[config.mk]
export PLATFORM = sky130hd
export DESIGN_NAME = core_net_ingress_flat
export DESIGN_NICKNAME = d
export VERILOG_FILES = /design/src/rtl/core_net_ingress_pkg.sv /design/src/rtl/core_net_ingress_if.sv /design/src/rtl/core_net_ingress_net_reg_fifo.sv /design/src/rtl/core_net_ingress.sv /design/src/flat_wrapper.sv
export SDC_FILE = /design/constraint.sdc
export NUM_CORES = 1
export LEC_CHECK = 0
export CORE_MARGIN = 8
export CORE_UTILIZATION = 45
export DETAILED_ROUTE_END_ITERATION = 6
export DONT_BUFFER_PORTS = 1
export GPL_TIMING_DRIVEN = 0
export MAX_ROUTING_LAYER = met4
export SLEW_MARGIN = 25
export SYNTH_ARGS = -nofsm -noshare
export SYNTH_HDL_FRONTEND = slang
export SYNTH_SLANG_ARGS = --single-unit
[constraint.sdc]
create_clock -name clk -period 6.8 [get_ports clk]
set_input_delay 1.02 -clock clk [delete_from_list [all_inputs] [get_ports clk]]
set_output_delay 1.02 -clock clk [all_outputs]
set_load 0.03 [all_outputs]
[src/rtl/core_net_ingress_pkg.sv]
// Shared types for the host->core network ingress: packet layout, opcodes, run states.
// No logic; latency and backpressure are properties of the modules that import this.
// The register-write queue is the only buffered path.
package core_net_ingress_pkg;

    localparam int mask_length_gp = 3;

    typedef enum logic [2:0] {
        NULL  = 3'd0,
        INSTR = 3'd1,
        REG   = 3'd2,
        PC    = 3'd3,
        BAR   = 3'd4
    } net_op_e;

    typedef struct packed {
        logic [9:0]  ID;
        net_op_e     net_op;
        logic [4:0]  reserved;
        logic [31:0] net_data;
        logic [9:0]  net_addr;
    } net_packet_s;

    typedef struct packed {
        logic [5:0] opcode;
        logic [4:0] rd;
        logic [4:0] rs;
    } instruction_s;

    typedef enum logic [1:0] {
        HALT  = 2'd0,
        DRAIN = 2'd1,
        RUN   = 2'd2
    } run_state_e;

endpackage

[src/rtl/core_net_ingress_if.sv]
// Bundle between the network ingress and the core datapath it loads.
// Pure wiring: no latency, no backpressure of its own.
// master = the ingress block, slave = the core/network side.
interface core_net_ingress_if import core_net_ingress_pkg::*; #(
    parameter int imem_addr_width_p = 10,
    parameter int rf_addr_width_p   = 6,
    parameter int mask_length_p     = mask_length_gp
);
    net_packet_s                  net_packet_i;
    logic                         core_rf_wen_i;
    logic                         core_halt_i;
    logic                         imem_wen_o;
    logic [imem_addr_width_p-1:0] imem_addr_o;
    instruction_s                 imem_data_o;
    logic                         rf_wen_o;
    logic [rf_addr_width_p-1:0]   rf_addr_o;
    logic [31:0]                  rf_data_o;
    logic                         pc_wen_o;
    logic [imem_addr_width_p-1:0] pc_o;
    logic                         run_o;
    logic [mask_length_p-1:0]     barrier_mask_o;
    logic [mask_length_p-1:0]     barrier_o;
    logic                         overflow_o;

    modport master (
        input  net_packet_i, core_rf_wen_i, core_halt_i,
        output imem_wen_o, imem_addr_o, imem_data_o, rf_wen_o, rf_addr_o, rf_data_o,
        output pc_wen_o, pc_o, run_o, barrier_mask_o, barrier_o, overflow_o
    );

    modport slave (
        output net_packet_i, core_rf_wen_i, core_halt_i,
        input  imem_wen_o, imem_addr_o, imem_data_o, rf_wen_o, rf_addr_o, rf_data_o,
        input  pc_wen_o, pc_o, run_o, barrier_mask_o, barrier_o, overflow_o
    );

endinterface

[src/rtl/core_net_ingress_net_reg_fifo.sv]
// Generic synchronous FIFO with head-of-queue visibility.
// Entry pushed at an edge is visible at head_data in the following cycle.
// Push while full is ignored unless a pop happens in the same cycle.
module net_reg_fifo #(
    parameter int width_p = 38,
    parameter int depth_p = 4
) (
    input  logic               clk,
    input  logic               reset,
    input  logic               push,
    input  logic [width_p-1:0] push_data,
    input  logic               pop,
    output logic               full,
    output logic               empty,
    output logic [width_p-1:0] head_data
);
    localparam int ptr_w = $clog2(depth_p);

    logic [width_p-1:0] mem [depth_p];
    logic [ptr_w:0]     wr_ptr;
    logic [ptr_w:0]     rd_ptr;
    logic               push_ok;
    logic               pop_ok;

    // Extra pointer bit separates full from empty when the indices match.
    assign empty     = (wr_ptr == rd_ptr);
    assign full      = (wr_ptr[ptr_w] != rd_ptr[ptr_w]) &&
                       (wr_ptr[ptr_w-1:0] == rd_ptr[ptr_w-1:0]);
    assign pop_ok    = pop && !empty;
    assign push_ok   = push && (!full || pop_ok);
    assign head_data = mem[rd_ptr[ptr_w-1:0]];

    always_ff @(posedge clk) begin
        if (!reset) begin
            wr_ptr <= '0;
            rd_ptr <= '0;
        end else begin
            if (push_ok) wr_ptr <= wr_ptr + 1'b1;
            if (pop_ok)  rd_ptr <= rd_ptr + 1'b1;
        end
    end

    always_ff @(posedge clk) begin
        if (push_ok) mem[wr_ptr[ptr_w-1:0]] <= push_data;
    end

endmodule

[src/rtl/core_net_ingress.sv]
// Decodes host->core packets into imem/RF/PC/barrier writes and owns core run/halt.
// Packet registered at edge t, its effect appears after edge t+1; RF writes queue behind core writeback.
// Core writeback stalls the RF queue; a REG packet arriving at a full, non-draining queue is dropped.
module core_net_ingress import core_net_ingress_pkg::*; #(
    parameter logic [9:0] net_ID_p          = 10'd1,
    parameter int         imem_addr_width_p = 10,
    parameter int         rf_addr_width_p   = 6,
    parameter int         mask_length_p     = mask_length_gp,
    parameter int         fifo_depth_p      = 4
) (
    input  logic              clk,
    input  logic              reset,
    core_net_ingress_if.master bus
);
    typedef struct packed {
        logic [rf_addr_width_p-1:0] addr;
        logic [31:0]                data;
    } rf_entry_s;

    logic [9:0]  id_r;
    net_op_e     op_r;
    logic [31:0] data_r;
    logic [9:0]  addr_r;

    always_ff @(posedge clk) begin
        if (!reset) begin
            id_r   <= '0;
            op_r   <= NULL;
            data_r <= '0;
            addr_r <= '0;
        end else begin
            id_r   <= bus.net_packet_i.ID;
            op_r   <= bus.net_packet_i.net_op;
            data_r <= bus.net_packet_i.net_data;
            addr_r <= bus.net_packet_i.net_addr;
        end
    end

    logic pkt_vld, instr_vld, reg_vld, pc_vld, bar_vld;
    assign pkt_vld   = (id_r == net_ID_p) && (op_r != NULL);
    assign instr_vld = pkt_vld && (op_r == INSTR);
    assign reg_vld   = pkt_vld && (op_r == REG);
    assign pc_vld    = pkt_vld && (op_r == PC);
    assign bar_vld   = pkt_vld && (op_r == BAR);

    rf_entry_s push_entry, head;
    logic      fifo_full, fifo_empty, rf_wen;

    assign push_entry = '{addr: addr_r[rf_addr_width_p-1:0], data: data_r};

    net_reg_fifo #(
        .width_p (rf_addr_width_p + 32),
        .depth_p (fifo_depth_p)
    ) u_reg_fifo (
        .clk       (clk),
        .reset     (reset),
        .push      (reg_vld),
        .push_data (push_entry),
        .pop       (rf_wen),
        .full      (fifo_full),
        .empty     (fifo_empty),
        .head_data (head)
    );

    // Core writeback owns the RF port; the queue only uses idle cycles.
    assign rf_wen        = !fifo_empty && !bus.core_rf_wen_i;
    assign bus.rf_wen_o  = rf_wen;
    assign bus.rf_addr_o = fifo_empty ? '0 : head.addr;
    assign bus.rf_data_o = fifo_empty ? '0 : head.data;

    logic                         imem_wen_q, overflow_q;
    logic [imem_addr_width_p-1:0] imem_addr_q;
    instruction_s                 imem_data_q;
    logic [mask_length_p-1:0]     mask_q;

    always_ff @(posedge clk) begin
        if (!reset) begin
            imem_wen_q  <= 1'b0;
            imem_addr_q <= '0;
            imem_data_q <= '0;
            mask_q      <= '0;
            overflow_q  <= 1'b0;
        end else begin
            imem_wen_q <= instr_vld;
            if (instr_vld) begin
                imem_addr_q <= addr_r[imem_addr_width_p-1:0];
                imem_data_q <= instruction_s'(data_r[15:0]);
            end
            if (bar_vld) mask_q <= data_r[mask_length_p-1:0];
            if (reg_vld && fifo_full && !rf_wen) overflow_q <= 1'b1;
        end
    end

    run_state_e                   state;
    logic [imem_addr_width_p-1:0] pc_q;
    logic [mask_length_p-1:0]     barrier_q;
    logic                         pc_wen_q, run_q;

    // pc_wen_o fires on entry to RUN; run_o follows one cycle later so the PC is loaded first.
    always_ff @(posedge clk) begin
        if (!reset) begin
            state     <= HALT;
            pc_q      <= '0;
            barrier_q <= '0;
            pc_wen_q  <= 1'b0;
            run_q     <= 1'b0;
        end else begin
            pc_wen_q <= 1'b0;
            if (pc_vld) begin
                pc_q      <= addr_r[imem_addr_width_p-1:0];
                barrier_q <= data_r[mask_length_p-1:0];
                run_q     <= 1'b0;
                state     <= DRAIN;
            end else begin
                case (state)
                    HALT: run_q <= 1'b0;
                    DRAIN: begin
                        if (fifo_empty && !reg_vld) begin
                            pc_wen_q <= 1'b1;
                            state    <= RUN;
                        end
                    end
                    RUN: begin
                        if (bus.core_halt_i) begin
                            run_q     <= 1'b0;
                            barrier_q <= '0;
                            state     <= HALT;
                        end else begin
                            run_q <= 1'b1;
                        end
                    end
                    default: state <= HALT;
                endcase
            end
        end
    end

    assign bus.imem_wen_o     = imem_wen_q;
    assign bus.imem_addr_o    = imem_addr_q;
    assign bus.imem_data_o    = imem_data_q;
    assign bus.barrier_mask_o = mask_q;
    assign bus.overflow_o     = overflow_q;
    assign bus.pc_wen_o       = pc_wen_q;
    assign bus.pc_o           = pc_q;
    assign bus.run_o          = run_q;
    assign bus.barrier_o      = barrier_q;

endmodule

[src/flat_wrapper.sv]
// flat-port wrapper written by rule: the top's interface ports become plain ports
module core_net_ingress_flat import core_net_ingress_pkg::*;
#(
    parameter logic [9:0] net_ID_p          = 10'd1,
    parameter int         imem_addr_width_p = 10,
    parameter int         rf_addr_width_p   = 6,
    parameter int         mask_length_p     = mask_length_gp,
    parameter int         fifo_depth_p      = 4
)
  (clk, reset, bus_net_packet_i, bus_core_rf_wen_i, bus_core_halt_i, bus_imem_wen_o, bus_imem_addr_o, bus_imem_data_o, bus_rf_wen_o, bus_rf_addr_o, bus_rf_data_o, bus_pc_wen_o, bus_pc_o, bus_run_o, bus_barrier_mask_o, bus_barrier_o, bus_overflow_o);
  core_net_ingress_if #(.imem_addr_width_p(imem_addr_width_p), .rf_addr_width_p(rf_addr_width_p), .mask_length_p(mask_length_p)) bus_i ();
  input  logic clk;
  input  logic reset;
  input wire logic [$bits(bus_i.net_packet_i)-1:0] bus_net_packet_i;
  input wire logic [$bits(bus_i.core_rf_wen_i)-1:0] bus_core_rf_wen_i;
  input wire logic [$bits(bus_i.core_halt_i)-1:0] bus_core_halt_i;
  output wire logic [$bits(bus_i.imem_wen_o)-1:0] bus_imem_wen_o;
  output wire logic [$bits(bus_i.imem_addr_o)-1:0] bus_imem_addr_o;
  output wire logic [$bits(bus_i.imem_data_o)-1:0] bus_imem_data_o;
  output wire logic [$bits(bus_i.rf_wen_o)-1:0] bus_rf_wen_o;
  output wire logic [$bits(bus_i.rf_addr_o)-1:0] bus_rf_addr_o;
  output wire logic [$bits(bus_i.rf_data_o)-1:0] bus_rf_data_o;
  output wire logic [$bits(bus_i.pc_wen_o)-1:0] bus_pc_wen_o;
  output wire logic [$bits(bus_i.pc_o)-1:0] bus_pc_o;
  output wire logic [$bits(bus_i.run_o)-1:0] bus_run_o;
  output wire logic [$bits(bus_i.barrier_mask_o)-1:0] bus_barrier_mask_o;
  output wire logic [$bits(bus_i.barrier_o)-1:0] bus_barrier_o;
  output wire logic [$bits(bus_i.overflow_o)-1:0] bus_overflow_o;
  assign bus_i.net_packet_i = bus_net_packet_i;
  assign bus_i.core_rf_wen_i = bus_core_rf_wen_i;
  assign bus_i.core_halt_i = bus_core_halt_i;
  assign bus_imem_wen_o = bus_i.imem_wen_o;
  assign bus_imem_addr_o = bus_i.imem_addr_o;
  assign bus_imem_data_o = bus_i.imem_data_o;
  assign bus_rf_wen_o = bus_i.rf_wen_o;
  assign bus_rf_addr_o = bus_i.rf_addr_o;
  assign bus_rf_data_o = bus_i.rf_data_o;
  assign bus_pc_wen_o = bus_i.pc_wen_o;
  assign bus_pc_o = bus_i.pc_o;
  assign bus_run_o = bus_i.run_o;
  assign bus_barrier_mask_o = bus_i.barrier_mask_o;
  assign bus_barrier_o = bus_i.barrier_o;
  assign bus_overflow_o = bus_i.overflow_o;
  core_net_ingress #(.net_ID_p(net_ID_p), .imem_addr_width_p(imem_addr_width_p), .rf_addr_width_p(rf_addr_width_p), .mask_length_p(mask_length_p), .fifo_depth_p(fifo_depth_p)) u_core (.clk(clk), .reset(reset), .bus(bus_i));
endmodule
==> run summary <==
Max Fclk: 0.273 GHz
Nets: 729
Reg2reg setup slack: 4270 ps
Detailed Place HPWL: 14.2 mm
Slew Limit Fails: 0
Initial Util: 0.453
Sequential share of the synthesized area: 0.720
Max cap viols: 0
FF+latch count, synth: 263
TritonCTS Sinks: 263
Worst r2r src: u_core.id_r[7]
Initial antenna violation count: 3
Core ar.: 20800 µm²
Syn Inst Count: 622
GRT Overall Usage: 0.163
IO buf count: 0
Routed vias/inst: 5.25
Layout Skew: 9.06 ps
Final worst-path cycle share: 0.538
Worst hold stages: 2
First-pass GRT wire length: 31.4 mm
Overflow after GRT: 0
CTS resizes: 0
Crit Path Class: reg -> out
Syn-to-layout area delta: 13.5%
HP Start: u_core.addr_r[6]
FP Rows: 53
Antenna Nets Post-Route: 0
Status: finished, final reports clean
DRT Pass-1 Iters: 4
1st-iter DRT viols: 219
Ys async rst share: 0
# setup viols final: 0
Most common cell after layout, fill and taps aside: edfxtp_1
Max-slew headroom: 0.513
Main synth FF type: edfxtp_1
NetSw: 626 µW
Share of cells above drive strength 1: 0.150
DRC Markers: 0
Crit end category: output port
Fin Hold WS: 455 ps
Gp weighted congestion: 0.773
Critical Path Fanout Max: 10
FF-to-FF path depth: 7
Share of the core filled with cells: 0.514
Seq pwr share: 0.544
Period minus WS final: 3660 ps
Synth area leaders: edfxtp_1 (48%), dfxtp_1 (24%), mux4_2 (9.1%)
RSZ-0062 raised after global routing: false
Final Hold Viols: 0
Arr. time, crit path: 2640 ps
CP startpoint: u_core.u_reg_fifo.wr_ptr[0]
# IOs: 149
Commonest cells after routing, fill and taps aside: edfxtp_1 (152), dfxtp_1 (111), nand2_1 (76), and2_1 (55), a21oi_1 (45)
Mapped Nets: 691
Hold EP: u_core.bus.imem_addr_o[6]
Clock network fraction of total power: 0.443
Internal power: 2530 µW
Post-synth EDFFs: 152
Number of global-route vias before repair: 5321
Peak supply drop: 0.196 mV
Crit start category: flop
Largest net degree at the start of global routing: 39
Wirelength, routed: 20.8 mm
WP data required: 5780 ps
Count of different cell masters after synthesis: 39
Post-Synthesis Cell Area: 9430 µm²
Sw Share: 0.198
CTS tree: yes
Root Buffer: clkbuf_16
Post-DP Area: 9830 µm²
Wire length per cell: 21.6 µm
Slew @ Worst Pin: 729 ps
Die Ht: 161 µm
Clock Path Buffers: 3
Worst reg2reg endpoint: u_core.u_reg_fifo.mem[3][18]
CTS Hold Bufs: 0
Power density cells: 295 nW/µm²
Die width: 161 µm
Post-route cell area: 10700 µm²
Worst-path clk slew: 60 ps
Avg Inst Size Synth: 15.2 µm²
Combinational share of power: 0.013
Postcts setup bufs: 0
Worst Hold Class: reg -> reg
Ys Warns: 0
Detailed-route via count: 5031
Leak: 0.00353 µW
Cell taking the most area after synthesis: edfxtp_1
Num CTS Buffers: 28
FILL cells: 1785
Post-synth top area share: 0.484
Die area: 25800 µm²
Worst skew pair latency: 530 ps
H-Tree Depth: 1
power by group through the flow:
| stage | combinational, µW | sequential (µW) | clock (µW) |
|---|---|---|---|
| 4_1_cts | 41.4 | 1720 | 1430 |
| 6_report | 40.7 | 1720 | 1400 |
| 3_5_place_dp | 41.3 | 1750 | 0 |
| 2_1_floorplan | 30.1 | 1750 | 0 |
| 3_3_place_gp | 39.8 | 1750 | 0 |
| 5_1_grt | 45.7 | 1720 | 1490 |
final cells by class:
cell class | count | area [µm²] | area share
Antenna cell | 3 | 7.51 | 0.000701
Buffer | 32 | 143 | 0.0133
Clock buffer | 40 | 807 | 0.0754
Clock inverter | 11 | 56.3 | 0.00526
Inverter | 6 | 22.5 | 0.00210
Multi-Input combinational cell | 321 | 2500 | 0.233
Sequential cell | 263 | 6790 | 0.634
Tap cell | 275 | 344 | 0.0321
Timing Repair Buffer | 8 | 40.0 | 0.00374
flip-flops by register name (all words and copies together) (netlist names), 2 cells and up, named ones only:
name and count:
u_core.op_r 3, u_core.bus.imem_addr_o 10, u_core.state 2, u_core.u_reg_fifo.wr_ptr 3, u_core.bus.pc_o 10, u_core.data_r 32, u_core.bus.imem_data_o 16, u_core.addr_r 10
u_core.u_reg_fifo.mem 152, u_core.bus.barrier_o 3, u_core.id_r 10, u_core.u_reg_fifo.rd_ptr 3, u_core.bus.barrier_mask_o 3
worst max-delay path, stage by stage, from the launching register on:
cell,delay (ps)
dfxtp_1,460
xor2_1,130
nor3_1,590
clkbuf_1,570
nor2b_1,350
cell families after synthesis:
logic type               count (synthesis)  share of synthesized area
multiplexers                            41                     0.0939
AO/OA/AOI/OAI                           56                     0.0330
XOR/XNOR                                 6                    0.00557
buffers and inverters                   38                     0.0175
AND/OR/NAND/NOR                        213                      0.124
flip-flops                             263                      0.720
adder cells (fa/ha/maj)                  5                    0.00663
cell usage after synthesis (all sizes together) (6+ instances only):
| master | n |
|---|---|
| a21oi | 45 |
| and2 | 55 |
| buf | 11 |
| clkbuf | 21 |
| dfxtp | 111 |
| edfxtp | 152 |
| mux4 | 38 |
| nand2 | 76 |
| nand4 | 6 |
| nor2 | 8 |
| nor2b | 41 |
metal layers:
layer	track usage	wire, µm
met5	-	0
met4	0.0446	443
met3	0.0561	1670
met2	0.270	10100
met1	0.187	8560
worst max path at each step:
stage                                    to  depth (start not counted)
6_report                   bus_rf_addr_o[5]                          4
3_5_place_dp              bus_rf_data_o[26]                          4
5_1_grt                    bus_rf_data_o[2]                          4
4_1_cts                   bus_rf_data_o[26]                          4
2_1_floorplan   u_core.u_reg_fifo.mem[3][0]                          2
3_3_place_gp   u_core.u_reg_fifo.mem[3][19]                          2
per-stage QoR:
stage	power [µW]	std cells	TNS [ps]	worst slack (ps)
floorplan	1780	622	0	1460
global placement	1790	897	-76260	-2010
detailed placement	1790	905	0	3640
CTS	3190	956	0	3060
global route	3260	959	0	3030
finish	3160	959	0	3140
Note: power is estimated with default switching activity, not from simulation.
